--- src/rtl/e_mdu_iter.sv ---
// e_mdu_iter: E-stage multiply/divide unit owning HI/LO; fixed-latency multiply, iterative restoring divide.
// Optional feature macro: MDU_MADD_EN enables MADD/MADDU/MSUB/MSUBU (ops 9-12) accumulating into {hi,lo}.
module e_mdu_iter #(
   parameter int WIDTH   = 32,
   parameter int MUL_LAT = 5
) (
   input  logic             clk,
   input  logic             reset,
   input  logic             req,
   input  logic [3:0]       op,
   input  logic [WIDTH-1:0] a,
   input  logic [WIDTH-1:0] b,
   output logic             start,
   output logic             busy,
   output logic [WIDTH-1:0] mdu_out,
   output logic [WIDTH-1:0] hi,
   output logic [WIDTH-1:0] lo
);
   localparam logic [3:0] OP_MULT  = 4'd1;
   localparam logic [3:0] OP_MULTU = 4'd2;
   localparam logic [3:0] OP_DIV   = 4'd3;
   localparam logic [3:0] OP_DIVU  = 4'd4;
   localparam logic [3:0] OP_MFHI  = 4'd5;
   localparam logic [3:0] OP_MFLO  = 4'd6;
   localparam logic [3:0] OP_MTHI  = 4'd7;
   localparam logic [3:0] OP_MTLO  = 4'd8;
`ifdef MDU_MADD_EN
   localparam logic [3:0] OP_MADD  = 4'd9;
   localparam logic [3:0] OP_MADDU = 4'd10;
   localparam logic [3:0] OP_MSUB  = 4'd11;
   localparam logic [3:0] OP_MSUBU = 4'd12;
`endif
   localparam int CW = $clog2(WIDTH > MUL_LAT ? WIDTH : MUL_LAT) + 1;
   localparam logic [CW-1:0] MUL_LAST = CW'(MUL_LAT - 1);
   localparam logic [CW-1:0] DIV_LAST = CW'(WIDTH - 1);

   typedef enum logic [1:0] {IDLE, MUL, DIV, FIX} state_t;

   state_t             state;
   logic [CW-1:0]      cnt;
   logic [WIDTH-1:0]   quo, dvs, rem;
   logic               sgn_r, a_neg, b_neg;
   logic               is_mul, is_div, sgn_in, a_neg_in, b_neg_in;
   logic [WIDTH:0]     rem_sh, diff;
   logic [2*WIDTH-1:0] ea, eb, prod, acc;
   logic [WIDTH-1:0]   q_fix, r_fix;

`ifdef MDU_MADD_EN
   logic [1:0] mac_r;
   assign is_mul = op == OP_MULT || op == OP_MULTU || (op >= OP_MADD && op <= OP_MSUBU);
   assign sgn_in = op == OP_MULT || op == OP_DIV || op == OP_MADD || op == OP_MSUB;
`else
   assign is_mul = op == OP_MULT || op == OP_MULTU;
   assign sgn_in = op == OP_MULT || op == OP_DIV;
`endif
   assign is_div   = op == OP_DIV || op == OP_DIVU;
   assign start    = !busy && !req && (is_mul || is_div);
   assign mdu_out  = op == OP_MFHI ? hi : op == OP_MFLO ? lo : '0;
   // the divider works on magnitudes; only signed divides fold the operand signs away at capture
   assign a_neg_in = is_div && sgn_in && a[WIDTH-1];
   assign b_neg_in = is_div && sgn_in && b[WIDTH-1];

   // sign-extending both operands to 2*WIDTH makes the truncated product correct for signed and unsigned
   assign ea   = sgn_r ? {{WIDTH{quo[WIDTH-1]}}, quo} : {{WIDTH{1'b0}}, quo};
   assign eb   = sgn_r ? {{WIDTH{dvs[WIDTH-1]}}, dvs} : {{WIDTH{1'b0}}, dvs};
   assign prod = ea * eb;
`ifdef MDU_MADD_EN
   assign acc  = !mac_r[0] ? prod : mac_r[1] ? {hi, lo} - prod : {hi, lo} + prod;
`else
   assign acc  = prod;
`endif

   // one restoring step: a set top bit in diff means the trial subtraction went negative
   assign rem_sh = {rem, quo[WIDTH-1]};
   assign diff   = rem_sh - {1'b0, dvs};
   assign q_fix  = (a_neg ^ b_neg) ? -quo : quo;
   assign r_fix  = a_neg ? -rem : rem;

   // FSM, operand capture, divider iteration and HI/LO commit
   always_ff @(posedge clk or posedge reset) begin
      if (reset) begin
         state <= IDLE;
         busy  <= 1'b0;
         cnt   <= '0;
         hi    <= '0;
         lo    <= '0;
         quo   <= '0;
         dvs   <= '0;
         rem   <= '0;
         sgn_r <= 1'b0;
         a_neg <= 1'b0;
         b_neg <= 1'b0;
`ifdef MDU_MADD_EN
         mac_r <= '0;
`endif
      end else begin
         case (state)
            IDLE: begin
               cnt <= '0;
               rem <= '0;
               if (start) begin
                  state <= is_div ? DIV : MUL;
                  busy  <= 1'b1;
                  sgn_r <= sgn_in;
                  a_neg <= a_neg_in;
                  b_neg <= b_neg_in;
                  quo   <= a_neg_in ? -a : a;
                  dvs   <= b_neg_in ? -b : b;
`ifdef MDU_MADD_EN
                  mac_r <= {op == OP_MSUB || op == OP_MSUBU, op >= OP_MADD};
`endif
               end else if (!req && op == OP_MTHI) begin
                  hi <= a;
               end else if (!req && op == OP_MTLO) begin
                  lo <= a;
               end
            end
            MUL: begin
               cnt <= cnt + 1'b1;
               if (cnt == MUL_LAST) begin
                  state    <= IDLE;
                  busy     <= 1'b0;
                  {hi, lo} <= acc;
               end
            end
            DIV: begin
               cnt <= cnt + 1'b1;
               rem <= diff[WIDTH] ? rem_sh[WIDTH-1:0] : diff[WIDTH-1:0];
               quo <= {quo[WIDTH-2:0], !diff[WIDTH]};
               if (cnt == DIV_LAST) state <= FIX;
            end
            FIX: begin
               state <= IDLE;
               busy  <= 1'b0;
               hi    <= r_fix;
               lo    <= q_fix;
            end
            default: begin
               state <= IDLE;
               busy  <= 1'b0;
            end
         endcase
      end
   end
endmodule

--- config.mk ---
export PLATFORM = sky130hd
export DESIGN_NAME = e_mdu_iter
export DESIGN_NICKNAME = d
export VERILOG_FILES = /design/src/rtl/e_mdu_iter.sv
export SDC_FILE = /design/constraint.sdc
export NUM_CORES = 2
export LEC_CHECK = 0
export ABC_AREA = 0
export CAP_MARGIN = 15
export CORE_MARGIN = 3
export CORE_UTILIZATION = 60
export CTS_CLUSTER_SIZE = 12
export DETAILED_ROUTE_END_ITERATION = 8
export PLACE_DENSITY = 0.78
export SETUP_SLACK_MARGIN = 0.5
export SYNTH_ARGS = -nofsm -noshare
export SYNTH_HDL_FRONTEND = slang
export SYNTH_SLANG_ARGS = --single-unit
--- constraint.sdc ---
create_clock -name clk -period 12.5 [get_ports clk]
set_input_delay 1.875 -clock clk [delete_from_list [all_inputs] [get_ports clk]]
set_output_delay 1.875 -clock clk [all_outputs]
set_load 0.05 [all_outputs]
==> summary.md <==
| Metric | Value |
|---|---|
| Status | finished clean |
| Synth area leader | fa_1 |
| CTS max path bufs | 2 |
| Die Ht | 323 um |
| # fillers | 8,179 |
| R2r setup slk | 1750 ps |
| Setup TNS | 0 ps |
| Post-synthesis async set-or-reset flop share | 100% |
| H-tree depth | 4 |
| Max incr delay on CP | 980 ps |
| Clock Pin Slew Worst Setup and Hold Paths | 80 ps |
| Ports | 169 |
| Synth cell types | 80 |
| Synth warn | 0 |
| RSZ-0062 raised after global routing | false |
| Clock root cell | clkbuf_16 |
| DRT iter0 DRCs | 5,775 |
| Via count | 48,100 |
| Startpoint types | register |
| Detailed Place HPWL | 166 mm |
| Yosys reg bits | 172 |
| Crit path capture | hi[30] |
| Post-Syn Nets | 8,542 |
| Reg2Reg Depth | 29 |
| Total routed wirelength | 207 mm |
| Clock Sinks | 172 |
| Crit end category | register |
| Top_reg_cell synth | dfrtp_1 |
| GRT Residual Overflow | 0 |
| Critical R2R Launch | sgn_r |
| DIE AREA | 0.104 mm^2 |
| Die W | 323 um |
| Core Rows | 115 |
| Worst EP required | 12,890 ps |
| CTS Buf Count | 17 |
| Synthesized area per cell | 8.98 um^2 |
| Initial antenna violation count | 11 |
| Most frequent cells after synthesis | 1,596 x inv_1, 1,420 x fa_1, 763 x nand2_1, 479 x and2_1, 353 x ha_1 |
| CTS tree | yes |
| Fin cells | 7,948 |
| Hold buffer count at cts | 0 |
| Global-route wire length before repair | 314 mm |
| Synth top area share | 47.2% |
| Crit path DAT | 11,130 ps |
| RR Endpoint | hi[30] |
| Max_slew headroom | 21.4% |
| Drt pass-1 iters | 7 |
| Hold Slack | 507 ps |
| Post-synth EDFFs | 0 |
| Worst path most repeated cell | fa_1 |
| Placed instance count | 7,905 |
| Post-Syn Instances | 6,698 |
| Slew Limit Fails | 0 |
| Initial Util | 60.8% |
| # nets final | 8,482 |
| Post-DRT Antenna Nets | 0 |
| Pin count of the biggest net entering global routing | 82 |
| GP Congestion | 1.05 |
| WL/cell | 26.0 um |
| P&R area growth vs syn | 5.90% |
| Fmax | 0.0931 GHz |
| Port-buffer cells | 168 |
| Drt drc | 0 |
| Max-Cap Viols | 0 |
| Tcrit/Tclk final | 86.0% |
| Worst-margin pin slew | 1170 ps |
| Vias in the first global route | 50,000 |
| CP Class | register to register |
| # Post-CTS Setup Buffers | 0 |
| Syn Std Cell Area | 0.0602 mm^2 |
| Most common cell in the netlist | inv_1 |
| DR vias/cell | 6.05 |
| Final Setup Violations | 0 |
| Final hold vios | 0 |
| Leading post-synthesis cells by cell area | fa_1 47%, inv_1 10%, ha_1 7.3% |
| Global-route usage over all layers | 41.1% |
| Final Util | 64.4% |
| Post-CTS Resized | 0 |
| Class of the worst hold path | register to register |
| CORE AREA | 0.0990 mm^2 |
| CP Launch Point | sgn_r |
| Latest clock arrival within the worst-skew pair | 470 ps |
| Clock skew | 13.6 ps |
| Slowest cell on crit path | dfrtp_1 |
| Crit path time final | 10,750 ps |
| Seq/Total Area, Yosys | 7.15% |
| Layout cell share with drive strength beyond 1 | 2.80% |
| Crit path max fanout | 24 |
==> registers in the layout, summed over array words and instances, names as in the netlist <==
register	flops
quo	32
hi	32
sgn_r	1
dvs	32
state	2
b_neg	1
a_neg	1
cnt	6
rem	32
lo	32
busy	1
==> cells by family after synthesis <==
group / Yosys count / synth area share [%]
XOR/XNOR: 254 / 3.70
flip-flops: 172 / 7.15
AO/OA/AOI/OAI: 730 / 7.78
buffers and inverters: 1956 / 12.2
AND/OR/NAND/NOR: 1795 / 14.3
multiplexers: 15 / 0.258
adder cells (fa/ha/maj): 1776 / 54.6
==> how the worst min path moves through the flow <==
stage | from | end | slack, ps | cells after the start
after detailed placement | lo[0] | lo[0] | 500 | 2
final | lo[0] | lo[0] | 510 | 2
after CTS | lo[0] | lo[0] | 510 | 2
after global placement | lo[0] | lo[0] | 490 | 2
after global routing | hi[1] | hi[1] | 540 | 2
after floorplan | cnt[4] | cnt[4] | 480 | 1
==> layer usage <==
layer  vias to the layer above  wire [um]  global-route usage, %
met2                      3305      88000                   61.1
met4                         4      13900                   21.5
met5                         -         26                      0
met3                       616      28900                   13.0
met1                     24300      75900                   54.5
li1                      19900          -                      -
==> worst max-delay path: cells and delay by family (launching register included) <==
family / cells / cell delay (ps)
adders and majority gates: 11 / 5930
buffers and inverters: 6 / 820
AOI/OAI and AO/OA: 7 / 1640
and+or+nand+nor: 4 / 1010
muxes: 1 / 280
DFF: 1 / 980
==> through the flow <==
step	worst slack, ps	area [um^2]
after floorplan	2890	60200
after global placement	2000	63100
after detailed placement	1830	63100
after CTS	1830	63700
after global routing	1190	63700
final	1750	63700
==> layout make-up <==
| cell class | instances | area [um^2] | area share, % |
|---|---|---|---|
| diodes | 11 | 27.5 | 0.0432 |
| clock buffers | 19 | 433 | 0.679 |
| clock inverters | 12 | 161 | 0.253 |
| inverters | 1597 | 6000 | 9.41 |
| multi-input cells | 4570 | 48600 | 76.3 |
| flip-flops and latches | 172 | 4310 | 6.76 |
| well taps | 1287 | 1610 | 2.53 |
| repair buffers | 280 | 2540 | 3.99 |
==> placed cells by master (no fill, tap or decap), types with 9 or more instances in the layout <==
cell / synthesis / final
a211oi_1: 12 / 12
a21o_1: 54 / 54
a21oi_1: 196 / 195
a221oi_1: 29 / 29
a22o_1: 38 / 38
a22oi_1: 10 / 10
a31oi_1: 29 / 29
and2_1: 479 / 479
and3_1: 26 / 26
buf_4: 0 / 111
clkbuf_16: 0 / 17
clkdlybuf4s50_1: 0 / 168
dfrtp_1: 172 / 169
diode_2: 0 / 11
fa_1: 1420 / 1420
ha_1: 353 / 350
inv_1: 1596 / 1595
mux2i_1: 11 / 11
nand2_1: 763 / 761
nand2b_1: 23 / 23
nand3_1: 82 / 82
nand4_1: 21 / 21
nor2_1: 275 / 272
nor2b_1: 12 / 12
nor3_1: 35 / 35
nor3b_1: 9 / 9
nor4_1: 14 / 14
o211ai_1: 13 / 13
o21a_1: 17 / 17
o21ai_0: 191 / 191
o21bai_1: 18 / 18
o22ai_1: 10 / 10
o31ai_1: 25 / 25
o41ai_1: 14 / 14
or3_1: 18 / 18
xnor2_1: 168 / 167
xor2_1: 86 / 85
Power is not shown: default switching activity piles up to over one toggle a cycle in this logic, so the estimate is an artifact.
